<file path="src/rtl/uart_rx_pkg.sv">
// Shared definitions for the UART receive path: FSM state encoding and baud divider math.
package uart_rx_pkg;

    localparam int unsigned CNT_W = 16;

    typedef enum logic [1:0] {
        IDLE  = 2'd0,
        START = 2'd1,
        DATA  = 2'd2,
        STOP  = 2'd3
    } uart_state_t;

    function automatic logic [CNT_W-1:0] calc_baud_div(input int unsigned clk_freq,
                                                       input int unsigned baud_rate);
        return CNT_W'(clk_freq / baud_rate);
    endfunction

endpackage

</file>
<file path="src/rtl/uart_rx_if.sv">
// Receiver-facing bundle: serial line in, byte/status strobes out.
// data_valid and frame_err are single-cycle strobes with no backpressure; data_out holds until the next good byte.
interface uart_rx_if;
    logic       rx;
    logic [7:0] data_out;
    logic       data_valid;
    logic       frame_err;
    logic       busy;

    modport master (output rx, input data_out, input data_valid, input frame_err, input busy);
    modport slave  (input rx, output data_out, output data_valid, output frame_err, output busy);
endinterface

</file>
<file path="src/rtl/uart_rx_sync2.sv">
// Two-flop synchronizer for an asynchronous single-bit input, with a selectable reset level.
module uart_rx_sync2 #(
    parameter logic RST_VAL = 1'b1
) (
    input  logic clk,
    input  logic rst_n,
    input  logic i_d,
    output logic o_q
);
    logic r_meta;
    logic r_q;

    always_ff @(posedge clk or negedge rst_n) begin
        if (!rst_n) begin
            r_meta <= RST_VAL;
            r_q    <= RST_VAL;
        end else begin
            r_meta <= i_d;
            r_q    <= r_meta;
        end
    end

    assign o_q = r_q;
endmodule

</file>
<file path="src/rtl/uart_rx.sv">
// 8N1 UART receiver: start-edge detection, mid-bit sampling, one-cycle valid / framing-error strobes.
module uart_rx
    import uart_rx_pkg::*;
#(
    parameter int unsigned CLK_FREQ  = 50000000,
    parameter int unsigned BAUD_RATE = 115200
) (
    input  logic        clk,
    input  logic        rst_n,
    uart_rx_if.slave    s_bus,
    output uart_state_t o_state
);
    localparam logic [CNT_W-1:0] BAUD_DIV  = calc_baud_div(CLK_FREQ, BAUD_RATE);
    localparam logic [CNT_W-1:0] HALF_DIV  = BAUD_DIV >> 1;
    localparam logic [CNT_W-1:0] BAUD_LAST = BAUD_DIV - CNT_W'(1);
    localparam logic [CNT_W-1:0] HALF_LAST = HALF_DIV - CNT_W'(1);

    logic             w_rx_s;
    logic             w_fall;
    logic             w_half_done;
    logic             w_bit_done;

    uart_state_t      r_state;
    logic [CNT_W-1:0] r_baud_cnt;
    logic [2:0]       r_bit_idx;
    logic [7:0]       r_shift;
    logic [7:0]       r_data_out;
    logic             r_valid;
    logic             r_ferr;
    logic             r_busy;
    logic             r_rx_prev;
    logic [1:0]       r_settle;

    uart_rx_sync2 #(.RST_VAL(1'b1)) u_sync (
        .clk   (clk),
        .rst_n (rst_n),
        .i_d   (s_bus.rx),
        .o_q   (w_rx_s)
    );

    // Edges are ignored until the synchronizer and history flop hold real line values,
    // so a line still low when reset releases cannot start a frame.
    assign w_fall      = (r_settle == 2'd3) && r_rx_prev && !w_rx_s;
    assign w_half_done = (r_baud_cnt == HALF_LAST);
    assign w_bit_done  = (r_baud_cnt == BAUD_LAST);

    always_ff @(posedge clk or negedge rst_n) begin
        if (!rst_n) begin
            r_state    <= IDLE;
            r_baud_cnt <= '0;
            r_bit_idx  <= '0;
            r_shift    <= '0;
            r_data_out <= '0;
            r_valid    <= 1'b0;
            r_ferr     <= 1'b0;
            r_busy     <= 1'b0;
            r_rx_prev  <= 1'b1;
            r_settle   <= '0;
        end else begin
            r_rx_prev <= w_rx_s;
            r_valid   <= 1'b0;
            r_ferr    <= 1'b0;
            if (r_settle != 2'd3) r_settle <= r_settle + 2'd1;

            case (r_state)
                IDLE: begin
                    r_baud_cnt <= '0;
                    if (w_fall) begin
                        r_state <= START;
                        r_busy  <= 1'b1;
                    end
                end
                START: begin
                    if (w_half_done) begin
                        r_baud_cnt <= '0;
                        if (!w_rx_s) begin
                            r_state   <= DATA;
                            r_bit_idx <= '0;
                        end else begin
                            r_state <= IDLE;
                            r_busy  <= 1'b0;
                        end
                    end else begin
                        r_baud_cnt <= r_baud_cnt + CNT_W'(1);
                    end
                end
                DATA: begin
                    if (w_bit_done) begin
                        r_baud_cnt         <= '0;
                        r_shift[r_bit_idx] <= w_rx_s;
                        if (r_bit_idx == 3'd7) r_state <= STOP;
                        else                   r_bit_idx <= r_bit_idx + 3'd1;
                    end else begin
                        r_baud_cnt <= r_baud_cnt + CNT_W'(1);
                    end
                end
                STOP: begin
                    // Leaving at mid-stop leaves half a bit to catch a back-to-back start edge.
                    if (w_bit_done) begin
                        r_baud_cnt <= '0;
                        r_state    <= IDLE;
                        r_busy     <= 1'b0;
                        if (w_rx_s) begin
                            r_data_out <= r_shift;
                            r_valid    <= 1'b1;
                        end else begin
                            r_ferr <= 1'b1;
                        end
                    end else begin
                        r_baud_cnt <= r_baud_cnt + CNT_W'(1);
                    end
                end
                default: begin
                    r_state    <= IDLE;
                    r_baud_cnt <= '0;
                    r_busy     <= 1'b0;
                end
            endcase
        end
    end

    assign s_bus.data_out   = r_data_out;
    assign s_bus.data_valid = r_valid;
    assign s_bus.frame_err  = r_ferr;
    assign s_bus.busy       = r_busy;
    assign o_state          = r_state;
endmodule

</file>
<file path="src/flat_wrapper.sv">
// flat-port wrapper written by rule: the top's interface ports become plain ports
module uart_rx_flat import uart_rx_pkg::*;
#(
    parameter int unsigned CLK_FREQ  = 50000000,
    parameter int unsigned BAUD_RATE = 115200
)
  (clk, rst_n, o_state, s_bus_rx, s_bus_data_out, s_bus_data_valid, s_bus_frame_err, s_bus_busy);
  uart_rx_if s_bus_i ();
  input  logic clk;
  input  logic rst_n;
  output uart_state_t o_state;
  input wire logic [$bits(s_bus_i.rx)-1:0] s_bus_rx;
  output wire logic [$bits(s_bus_i.data_out)-1:0] s_bus_data_out;
  output wire logic [$bits(s_bus_i.data_valid)-1:0] s_bus_data_valid;
  output wire logic [$bits(s_bus_i.frame_err)-1:0] s_bus_frame_err;
  output wire logic [$bits(s_bus_i.busy)-1:0] s_bus_busy;
  assign s_bus_i.rx = s_bus_rx;
  assign s_bus_data_out = s_bus_i.data_out;
  assign s_bus_data_valid = s_bus_i.data_valid;
  assign s_bus_frame_err = s_bus_i.frame_err;
  assign s_bus_busy = s_bus_i.busy;
  uart_rx #(.CLK_FREQ(CLK_FREQ), .BAUD_RATE(BAUD_RATE)) u_core (.clk(clk), .rst_n(rst_n), .s_bus(s_bus_i), .o_state(o_state));
endmodule
</file>
<file path="config.mk">
export PLATFORM = sky130hd
export DESIGN_NAME = uart_rx_flat
export DESIGN_NICKNAME = d
export VERILOG_FILES = /design/src/rtl/uart_rx_pkg.sv /design/src/rtl/uart_rx_if.sv /design/src/rtl/uart_rx_sync2.sv /design/src/rtl/uart_rx.sv /design/src/flat_wrapper.sv
export SDC_FILE = /design/constraint.sdc
export NUM_CORES = 1
export LEC_CHECK = 0
export ABC_CLOCK_PERIOD_IN_PS = 2500
export BUFFER_PORTS_ARGS = -buffer_cell sky130_fd_sc_hd__buf_2
export CORE_MARGIN = 2
export CORE_UTILIZATION = 30
export DETAILED_ROUTE_END_ITERATION = 12
export REMOVE_ABC_BUFFERS = 1
export SYNTH_ARGS = -nofsm -noshare
export SYNTH_HDL_FRONTEND = slang
export SYNTH_SLANG_ARGS = --single-unit
</file>
<file path="constraint.sdc">
create_clock -name clk -period 2.5 [get_ports clk]
set_input_delay 0.125 -clock clk [delete_from_list [all_inputs] [get_ports clk]]
set_output_delay 0.125 -clock clk [all_outputs]
set_load 0.01 [all_outputs]
</file>
Word level (Yosys, flattened, before mapping)
Index checks and enable logic that the tools add are counted.
{"block": "classes", "add_sub_neg": 3, "n_lt_le_gt_ge": 2, "n_eq_ne": 16, "muxes": 29, "n_reduce_logical": 13}
{"operator": "one-hot mux 16 bit (3 select lines)", "n": 1}
{"operator": "2-to-1 mux 16 bit", "n": 2}
{"operator": "adder 16 x 1 -> 16 bit (second input constant)", "n": 1}
{"operator": "equality test 16 x 8 -> 1 bit (second input constant)", "n": 1}
{"operator": "equality test 16 x 9 -> 1 bit (second input constant)", "n": 1}
{"operator": "AND reduction 5 bit", "n": 3}
{"operator": "2-to-1 mux 2 bit", "n": 6}
{"operator": "2-to-1 mux 3 bit", "n": 4}
{"operator": "2-to-1 mux 1 bit", "n": 11}
{"operator": "!= test 2 x 1 -> 1 bit (second input constant)", "n": 5}
{"operator": "bitwise mux 8 bit", "n": 1}
{"operator": "!= test 2 bit (second input constant)", "n": 4}
{"operator": "one-hot mux 2 bit (4 select lines)", "n": 1}
{"operator": "equality test 2 bit (second input constant)", "n": 3}
{"operator": "one-hot mux 3 bit (2 select lines)", "n": 1}
{"operator": "< comparator 3 x 4 -> 1 bit (second input constant)", "n": 1}
{"operator": "adder 3 x 1 -> 3 bit (second input constant)", "n": 1}
{"operator": "demux 1 bit (select 3 bit)", "n": 1}
{"operator": "equality test 3 bit (second input constant)", "n": 1}
{"operator": "greater-or-equal comparator 3 x 1 -> 1 bit (second input constant)", "n": 1}
{"operator": "logical AND 1 bit", "n": 3}
{"operator": "one-hot mux 1 bit (3 select lines)", "n": 1}
{"operator": "AND reduction 3 bit", "n": 1}
{"operator": "nonzero test 3 bit", "n": 1}
{"operator": "other kinds (7)", "n": 7}
{"block": "totals", "reg_bits": 45, "in_bits": 3}

Logic depth before layout (Yosys ltp)
Gate-level depths: netlist (run 1).
{"block": "depth", "word_depth": 5, "depth_mapped": 7, "mapped_depth_nobuf": 6}

Modules after synthesis
A second synthesis (run 1) with hierarchy kept.
{"block": "unflattened", "hier_cells": 187, "area_unflattened_um2": 2147.1}
{"mod": "uart_rx", "instances": 1, "cells_per_inst": 185, "area_per_inst_um2": 2094.5}
{"mod": "uart_rx_sync2", "instances": 1, "cells_per_inst": 2, "area_per_inst_um2": 52.6}

Worst setup path after synthesis (run 1)
OpenSTA, ideal clock, no wires.
{"block": "synth_timing", "kind": "register -> register", "from": "register u_core.r_baud_cnt[1]", "to": "register u_core.r_data_out[0], in the netlist u_core.s_bus.data_out[0]", "setup_ns": 0.128, "t_arrival_ns": 1.677, "t_required_ns": 2.372, "slack_ns": 0.695, "path_stages_with_launch": 8, "path_buffers": 1, "period_less_slack_ns": 1.805, "path_cell_list": "dfrtp_1 -> inv_1 -> ha_1 -> nor3b_1 -> and4_1 -> buf_4 -> nand4_4 -> mux2_1"}
{"block": "synth_between", "elab_chain_cells": 2}
{"item": "start, declared", "line_no": "uart_rx.sv:24", "text": "logic [CNT_W-1:0] r_baud_cnt;"}
{"item": "start signal, assigned", "line_no": "uart_rx.sv:84", "text": "r_baud_cnt <= r_baud_cnt + CNT_W'(1);"}
{"item": "start signal, assigned", "line_no": "uart_rx.sv:94", "text": "r_baud_cnt <= r_baud_cnt + CNT_W'(1);"}
{"item": "start signal, assigned", "line_no": "uart_rx.sv:110", "text": "r_baud_cnt <= r_baud_cnt + CNT_W'(1);"}
{"item": "equality test 16 x 9 -> 1 bit", "line_no": "uart_rx.sv:45", "text": "assign w_bit_done = (r_baud_cnt == BAUD_LAST);"}
{"item": "AND reduction 3 bit (no source line)"}
{"item": "end signal, assigned", "line_no": "uart_rx.sv:104", "text": "r_data_out <= r_shift;"}
{"item": "end, declared", "line_no": "uart_rx.sv:27", "text": "logic [7:0] r_data_out;"}
No other way between the ends.
A chain may end at the register's enable or synchronous reset.

Final worst setup path (run 1)
{"block": "layout_timing", "from": "register u_core.r_baud_cnt[1]", "to": "register u_core.r_data_out[1], in the netlist u_core.s_bus.data_out[1]"}
The elaborated chain is that of the path after synthesis.

==> metrics, run 1 <==
outcome finished, violations left; violated checks negative hold slack; final wirelength 3620 um; Leakage Power 0.00112 uW; antenna-violating nets left 0; largest fanout on the critical path 8; clock skew 10.9 ps; Sum Neg Setup Slack 0 ps; post-place instance area 0.00232 sq mm; Final Hold Viols 34; I/O pins 16; vias in the first global route 1357; via count 1378; first-pass GRT wire length 6540 um; Tmin final 2010 ps; critical path capture point type flip-flop; VDD IR max 269 uV; Top delay family on crit path simple AND/OR/NAND/NOR gates; fillers 696; all-layer global routing usage 10.7%; routed vias/inst 4.61; row count 30; top cell type's share of synthesized area 49.4%; post-route DRC violation count 0; asr flop ratio synth 100%; Detailed Route Iter0 Violations 54; worst slew pin tran 987 ps; Syn Area/Cell 11.7 sq um; cts bufs inserted 5; Area growth, synth to finish 13.8%; cell taking the most area after synthesis dfrtp_1; CP max stage cell and4_1; die area 0.00778 sq mm; clk sink count 45; postcts setup bufs 0; Synth area leaders dfrtp_1, mux2_2, xnor2_1; total gr overflow 0; fin nets 211; clock-pin slew on the worst setup and hold paths 80 ps; layout cells sized above 1 23.6%; clk buf depth 2; Root Buffer Master clkbuf_8; RR Endpoint u_core.s_bus.data_out[1]; Detail Placement HPWL 2570 um; Syn Inst Count 182; synth cell count leaders dfrtp_1, nor2_1, mux2_2, xnor2_1, nor3_1; Yosys cell types 41; Arrival @ worst endpoint 2190 ps; r2r startpoint u_core.r_baud_cnt[1]; RSZ-0062 raised after global routing false; Synth Cell Area 0.00213 sq mm; TritonCTS clock tree yes; Critical Path, Cell by Cell inv_1 > ha_1 > nor3b_1 > and4_1 > nand4_4 > mux2_1; type of element launching the critical path flip-flop; Tcrit/Tclk final 80.5%; Reg2Reg Depth 6; Place WS 483 ps; Seq/Total Area, Yosys 53.1%; fin area 0.00242 sq mm; Clock Latency Late Sink 300 ps; setup violators final 0; PnR worst setup slack 488 ps; WL per Instance 12.1 um; H-tree Lvls 2; first-pass iteration count of the detailed router 3; pwr dens 698 mW/mm^2; die height 88.2 um; post-CTS sizing 0; IO Port Bufs 15; ANT cells 0; Final Wtd Congestion 0.773; Worst Path Buf+Inv 1; type of the worst min-delay path input port to asynchronous set/reset pin; EDFF count, synth 0; chip width 88.2 um; Starting Density 31.1%; FMAX 497 MHz; Slew Viols, Final 0; Yosys reg bits 45; CTS Hold Bufs 1; top_reg_cell synth dfrtp_1; maxcap violations 0; R2R Setup Slk 490 ps; most numerous cell in the Yosys netlist dfrtp_1; YS warnings 0; initial antenna violation count 0; CP peak stage delay 420 ps; slew margin rel. 34.2%; crit path kind flip-flop to flip-flop; largest net degree at the start of global routing 46; Core Box Area 0.00683 sq mm; minimum hold slack -11.4 ps; Required @ worst endpoint 2680 ps
-- power breakdown --
group          leakage (uW)  internal (uW)  switching, uW
Combinational      0.000489            146            176
Sequential         0.000587            802            109
Clock             0.0000447            202            255
-- sequential cells by signal (all words and copies together), names as in the netlist, named ones only --
signal                   cells
u_core.o_state               1
u_core.r_baud_cnt           16
u_core.r_bit_idx             3
u_core.r_rx_prev             1
u_core.r_settle              2
u_core.r_shift               8
u_core.s_bus.busy            1
u_core.s_bus.data_out        8
u_core.s_bus.data_valid      1
u_core.s_bus.frame_err       1
u_core.u_sync.o_q            1
u_core.u_sync.r_meta         1
-- layout make-up --
type	instances	area (sq um)	area share, %
clock buffer	5	68.8	2.84
clock inverter	3	25.0	1.03
inverter	7	26.3	1.09
multi-input combinational	123	935	38.6
sequential	45	1130	46.7
tap	96	120	4.96
timing repair buffer	20	115	4.76
-- cell families after synthesis --
group	Yosys count	synth area share, %
buffers and inverters	14	2.94
flip-flops	45	53.1
multiplexers	18	9.53
AO/OA/AOI/OAI	13	4.47
AND/OR/NAND/NOR	72	20.6
XOR/XNOR	14	5.76
adder cells (fa/ha/maj)	6	3.53
-- through the flow --
stage	total power, uW	utilization [%]	cells
2_1_floorplan	1130	-	175
4_1_cts	1710	35.4	299
3_3_place_gp	1240	33.9	290
6_report	1690	35.4	299
5_1_grt	1820	35.4	299
3_5_place_dp	1250	33.9	290
-- how the worst max path moves through the flow --
stage	from	cells past startpoint	to	slack (ps)
global placement	u_core.r_baud_cnt[13]	4	u_core.s_bus.data_out[1]	520
floorplan	u_core.r_baud_cnt[1]	6	u_core.s_bus.data_out[0]	660
finish	u_core.r_baud_cnt[1]	6	u_core.s_bus.data_out[1]	490
detailed placement	u_core.r_baud_cnt[1]	6	u_core.s_bus.data_out[2]	480
CTS	u_core.r_baud_cnt[12]	4	u_core.s_bus.data_out[5]	480
global route	u_core.r_baud_cnt[1]	6	u_core.s_bus.data_out[5]	290
-- cell usage in the layout, fill, tap and decap left out, types with 6 or more instances in the layout --
master,count
dfrtp_1,42
nor2_1,19
buf_2,15
xnor2_1,12
mux2_2,12
nor3_1,8
inv_1,7
nand3_1,7
nand4_1,6
nand2_1,6
mux2_1,6
ha_1,6
-- routing by layer --
layer	global-route usage (%)	part of all wire (%)	up-vias
met3	2.26	2.4	4
li1	-	-	693
met2	16.5	44	15
met4	4.13	1.9	0
met5	0	0	-
met1	14.8	51	666
No activity file was read; power rests on OpenSTA's default activity.
==> run 2: changes to the inputs <==
- ABC_CLOCK_PERIOD_IN_PS: 2500 -> 1700
- clock period: 2.5 -> 1.7 ns (I/O delays scaled with it)
==> metrics, run 2 (synthesized netlist as in run 1, its figures left out) <==
Leakage Power 0.00134 uW (+19%); Place WS -230 ps (-714 ps); FMAX 559 MHz (+13%); Area growth, synth to finish 34.8%; Arrival @ worst endpoint 1970 ps (-220 ps); Final Hold Viols 0 (-100%); clk buf depth 2 (unchanged); routed vias/inst 4.62 (+0.20%); cts bufs inserted 5 (unchanged); CP max stage cell dfrtp_1; Reg2Reg Depth 6 (unchanged); Seq. cell area 0.00113 sq mm (unchanged); Pwr Total 2970 uW (+76%); die height 88.2 um (unchanged); commonest non-fill, non-tap cell in the layout dfrtp_1; final wirelength 4140 um (+15%); Detailed Route Iter0 Violations 61 (+13%); Final Wtd Congestion 0.798 (+3.2%); max FFs per register 16 (unchanged); initial antenna violation count 0 (unchanged); post-route DRC violation count 0 (unchanged); Top reg by flops u_core.r_baud_cnt; first-pass GRT wire length 7150 um (+9.3%); VDD IR max 494 uV (+84%); via count 1547 (+12%); critical path capture point type flip-flop; antenna-violating nets left 0 (unchanged); Root Buffer Master clkbuf_8; CP peak stage delay 390 ps (-30 ps); hold path cells 0; all-layer global routing usage 11.7% (+0.96 points); RR Endpoint u_core.r_bit_idx[0]; Hold Startpoint u_core.u_sync.r_meta; die area 0.00778 sq mm (unchanged); outcome finished, violations left; row count 30 (unchanged); Hold EP u_core.u_sync.o_q; total gr overflow 0 (unchanged); slew margin rel. 61.9% (+28 points); crit path kind flip-flop to flip-flop; maxcap violations 0 (unchanged); clk sink count 45 (unchanged); chip width 88.2 um (unchanged); most frequent cells in the layout dfrtp_1, buf_4, nor2_1; setup violators final 33 (+33); Worst Setup SP u_core.r_baud_cnt[1]; R2R Setup Slk -90 ps (-580 ps); Tmin final 1790 ps (-224 ps); Critical Path, Cell by Cell inv_2 > ha_4 > nor3b_4 > nand4_4 > o32a_1 > mux2_4; pwr dens 1040 mW/mm^2 (+48%); I/O pins 16 (unchanged); fin nets 247 (+17%); layout cells sized above 1 41.8% (+18 points); clock-pin slew on the worst setup and hold paths 80 ps (about the same); fillers 654 (-6.0%); largest net degree at the start of global routing 46 (unchanged); largest fanout on the critical path 6 (-2); H-tree Lvls 2 (unchanged); TritonCTS clock tree yes; r2r startpoint u_core.r_baud_cnt[1]; Starting Density 31.1% (unchanged); PnR worst setup slack -88.2 ps (-576 ps); violated checks negative setup slack; WL per Instance 12.4 um (+2.2%); Clock Latency Late Sink 300 ps (about the same); Core Box Area 0.00683 sq mm (unchanged); clock skew 11.1 ps (+0.165 ps); footprint of the multi-input gates 0.00108 sq mm (+15%); worst slew pin tran 572 ps (-415 ps); Detail Placement HPWL 2950 um (+15%); ANT cells 0 (unchanged); Slew Viols, Final 0 (unchanged); minimum hold slack 359 ps (+370 ps); Tcrit/Tclk final 105% (+25 points); first-pass iteration count of the detailed router 4 (+1); Required @ worst endpoint 1890 ps (-790 ps); type of the worst min-delay path flip-flop to flip-flop; IO Port Bufs 15 (unchanged); vias in the first global route 1497 (+10%); RSZ-0062 raised after global routing true; type of element launching the critical path flip-flop; Sum Neg Setup Slack -1670 ps (-1670 ps)
==> run 2: cell count changes in the layout (fill, tap and decap cells not counted), moves of 2 or more <==
cell	delta
a21oi_2	+2
mux2_4	+10
buf_4	+31
nor3_4	+2
nor3_1	-2
buf_6	+4
a21oi_1	-2
mux2_1	-6
mux2_2	-4
==> run 2: cell type report <==
class	count	area share, %
flip-flops and latches	45	39.4
multi-input cells	123	37.5
repair buffers	56	14.1
well taps	96	4.19
clock buffers	6	2.53
clock inverters	2	1.35
inverters	7	0.917
==> run 2: timing repair <==
| action | in CTS | in global routing |
|---|---|---|
| cloned | 0 | 0 |
| hold buffers | 2 | 0 |
| setup endpoints to repair | 37 | 38 |
| pin swaps | 9 | 8 |
| resized for setup | 14 | 19 |
| hold endpoints to repair | 43 | 0 |
| setup buffers | 3 | 1 |
==> run 2: report_power, final <==
group | internal [uW] | switching (uW) | total (uW)
sequential | 1180 | 87.7 | 1270
combinational | 468 | 434 | 901
clock | 441 | 360 | 801
total | 2090 | 881 | 2970
==> run 2: how the worst max path moves through the flow <==
stage,to,cells past startpoint
after floorplan,u_core.s_bus.data_out[0],6
after global routing,u_core.r_baud_cnt[5],7
after CTS,u_core.s_bus.data_out[1],6
final,u_core.r_bit_idx[0],6
after detailed placement,u_core.r_shift[0],6
after global placement,u_core.r_shift[0],6
==> run 2: metal layers <==
layer	routed length [um]	vias to the layer above	track usage [%]
li1	-	763	-
met1	2100	757	16.7
met2	1890	22	17.6
met3	93	5	2.54
met4	55	0	3.72
met5	0	-	0
==> run 2: stage by stage <==
step | utilization, % | cells | area (sq um)
floorplan | - | 175 | 2090
global placement | 37.3 | 321 | 2550
detailed placement | 37.3 | 321 | 2550
CTS | 40.5 | 334 | 2770
global route | 42.0 | 335 | 2870
finish | 42.0 | 335 | 2870
==> run 2: critical path: cells and delay by family, from the launching register on <==
family / cells / cell delay (ps)
mux: 1 / 270
flops: 1 / 390
compound gates: 1 / 370
simple gates: 2 / 450
fa+ha+maj: 1 / 120
buf+inv: 1 / 70
==> run 3: changes to the inputs <==
--- a/config.mk
+++ b/config.mk
@@ -8,5 +8,5 @@
 export ABC_CLOCK_PERIOD_IN_PS = 1700
 export BUFFER_PORTS_ARGS = -buffer_cell sky130_fd_sc_hd__buf_2
-export CORE_MARGIN = 2
+export CAP_MARGIN = 40
 export CORE_UTILIZATION = 30
 export DETAILED_ROUTE_END_ITERATION = 12
==> constraint.sdc (replaced) <==
create_clock -name clk -period 1.7 [get_ports clk]
set_input_delay 0.255 -clock clk [delete_from_list [all_inputs] [get_ports clk]]
set_output_delay 0.255 -clock clk [all_outputs]
set_load 0.01 [all_outputs]
==> metrics, run 3 (synthesized netlist as in run 1, its figures left out) <==
die height 86.2 um (-2.3%); type of element launching the critical path flip-flop; Clock Latency Late Sink 310 ps (about the same); routed vias/inst 4.53 (-2.0%); Clk pwr share 24.3% (-2.7 points); die area 0.00743 sq mm (-4.5%); maxcap violations 0 (unchanged); TritonCTS clock tree yes; # placed instances 318 (-0.93%); WL per Instance 12.6 um (+1.6%); initial antenna violation count 0 (unchanged); Slew Viols, Final 0 (unchanged); Area growth, synth to finish 33.5%; Detail Placement HPWL 2930 um (-0.46%); Sequential Power Share 46.0% (+3.3 points); most frequent cells in the layout dfrtp_1, buf_4, buf_2; Top reg by flops u_core.r_baud_cnt; IO Port Bufs 15 (unchanged); Starting Density 31.1% (unchanged); Arrival @ worst endpoint 2010 ps (+40 ps); layout cells sized above 1 43.7% (+1.9 points); Tmin final 1810 ps (+20.0 ps); clk buf depth 2 (unchanged); FMAX 553 MHz (-1.1%); fin nets 246 (-0.40%); outcome finished, violations left; Final Non-Filler Cells 334 (-0.30%); Detailed Route Iter0 Violations 76 (+25%); worst slew pin tran 489 ps (-82.3 ps); via count 1512 (-2.3%); Core Box Area 0.00683 sq mm (unchanged); cts bufs inserted 5 (unchanged); final wirelength 4200 um (+1.3%); Required @ worst endpoint 1900 ps (about the same); RSZ-0062 raised after global routing true; max FFs per register 16 (unchanged); clk sink count 45 (unchanged); type of the worst min-delay path input port to flip-flop; VDD IR max 297 uV (-40%); H-tree Lvls 2 (unchanged); Leakage Power 0.00131 uW (-2.1%); first-pass GRT wire length 7000 um (-2.0%); critical path capture point type flip-flop; largest net degree at the start of global routing 26 (-43%); Pwr Total 2790 uW (-6.2%); all-layer global routing usage 12.0% (+0.29 points); Internal 1900 uW (-9.2%); I/O pins 16 (unchanged); clock skew 8.40 ps (-2.66 ps); crit path kind flip-flop to flip-flop; largest fanout on the critical path 8 (+2); PnR worst setup slack -108 ps (-20.0 ps); setup violators final 34 (+3.0%); total gr overflow 0 (unchanged); Root Buffer Master clkbuf_8; violated checks negative setup slack; antenna-violating nets left 0 (unchanged); row count 30 (unchanged); first-pass iteration count of the detailed router 4 (unchanged); chip width 86.2 um (-2.3%); vias in the first global route 1504 (+0.47%); Logic pwr share 29.7% (-0.7 points); sw frac 32.0% (+2.3 points); ANT cells 0 (unchanged); slew margin rel. 67.4% (+5.5 points); clock-pin slew on the worst setup and hold paths 90 ps (about the same); post-route DRC violation count 0 (unchanged); commonest non-fill, non-tap cell in the layout dfrtp_1; pwr dens 982 mW/mm^2 (-5.2%); Final Wtd Congestion 0.722 (-9.5%); Final Hold Viols 0 (unchanged); Tcrit/Tclk final 106% (+1.2 points); Switch Pwr 891 uW (+1.2%)
[run 3: cell count changes in the layout (fill, tap and decap cells not counted), sizes merged]
| cell | change |
|---|---|
| buf | -1 |
| bufinv | -1 |
| clkinvlp | +1 |
| dlygate4sd3 | -1 |
| inv | +1 |
[run 3: timing repair]
item	CTS	global route
pin swaps	7	9
hold buffers	1	0
gates cloned	0	1
endpoints found under the hold margin	19	0
resized for setup	10	19
setup endpoints to repair	37	38
buffers inserted	3	3
[run 3: worst paths after layout]
path	start	end	slack, ps	cells past startpoint
setup / recovery	u_core.r_baud_cnt[14]	u_core.r_baud_cnt[1]	-110	8
hold / removal	s_bus_rx	u_core.u_sync.r_meta	40	1
setup reg to reg	u_core.r_baud_cnt[14]	u_core.r_baud_cnt[1]	-110	8
hold reg to reg	u_core.u_sync.r_meta	u_core.u_sync.o_q	360	0
max in group asynchronous	rst_n	u_core.u_sync.o_q	690	3
min in group asynchronous	rst_n	u_core.s_bus.data_out[1]	440	2
[run 3: per-layer routing]
layer	global-route usage (%)	part of all wire, %
met5	0	0
met4	5.00	1.7
met3	2.67	2.1
met2	19.1	46
met1	15.7	50
[run 3: critical path: stages, from the launching register on]
cell and delay (ps):
dfrtp_1 390, nor4_2 290, buf_4 190, nand4_4 170, buf_6 170, a22oi_2 140, buf_4 150, clkbuf_16 150
nor2b_1 40
[run 3: metrics by stage]
step	TNS [ps]	worst slack, ps	area, sq um	hold slack, ps	utilization (%)
after floorplan	-2190	-143	2090	-40.6	-
after global placement	-3330	-154	2550	247	37.3
after detailed placement	-4320	-210	2550	253	37.3
after CTS	-1510	-87.4	2720	28.6	39.9
after global routing	-6230	-212	2840	27.4	41.6
final	-2700	-108	2840	39.4	41.6
[run 3: cell type report]
| cell class | count | area (sq um) |
|---|---|---|
| Timing Repair Buffer | 55 | 428 |
| Inverter | 7 | 26.3 |
| Fill cell | 648 | 3990 |
| Tap cell | 96 | 120 |
| Clock inverter | 3 | 21.3 |
| Sequential cell | 45 | 1130 |
| Clock buffer | 5 | 68.8 |
| Multi-Input combinational cell | 123 | 1040 |
[run 3: power by group through the flow]
stage / logic [uW] / registers (uW) / clock network (uW)
2_1_floorplan: 324 / 1330 / 0
3_3_place_gp: 710 / 1280 / 0
3_5_place_dp: 717 / 1290 / 0
4_1_cts: 779 / 1280 / 701
5_1_grt: 915 / 1300 / 729
6_report: 828 / 1280 / 677
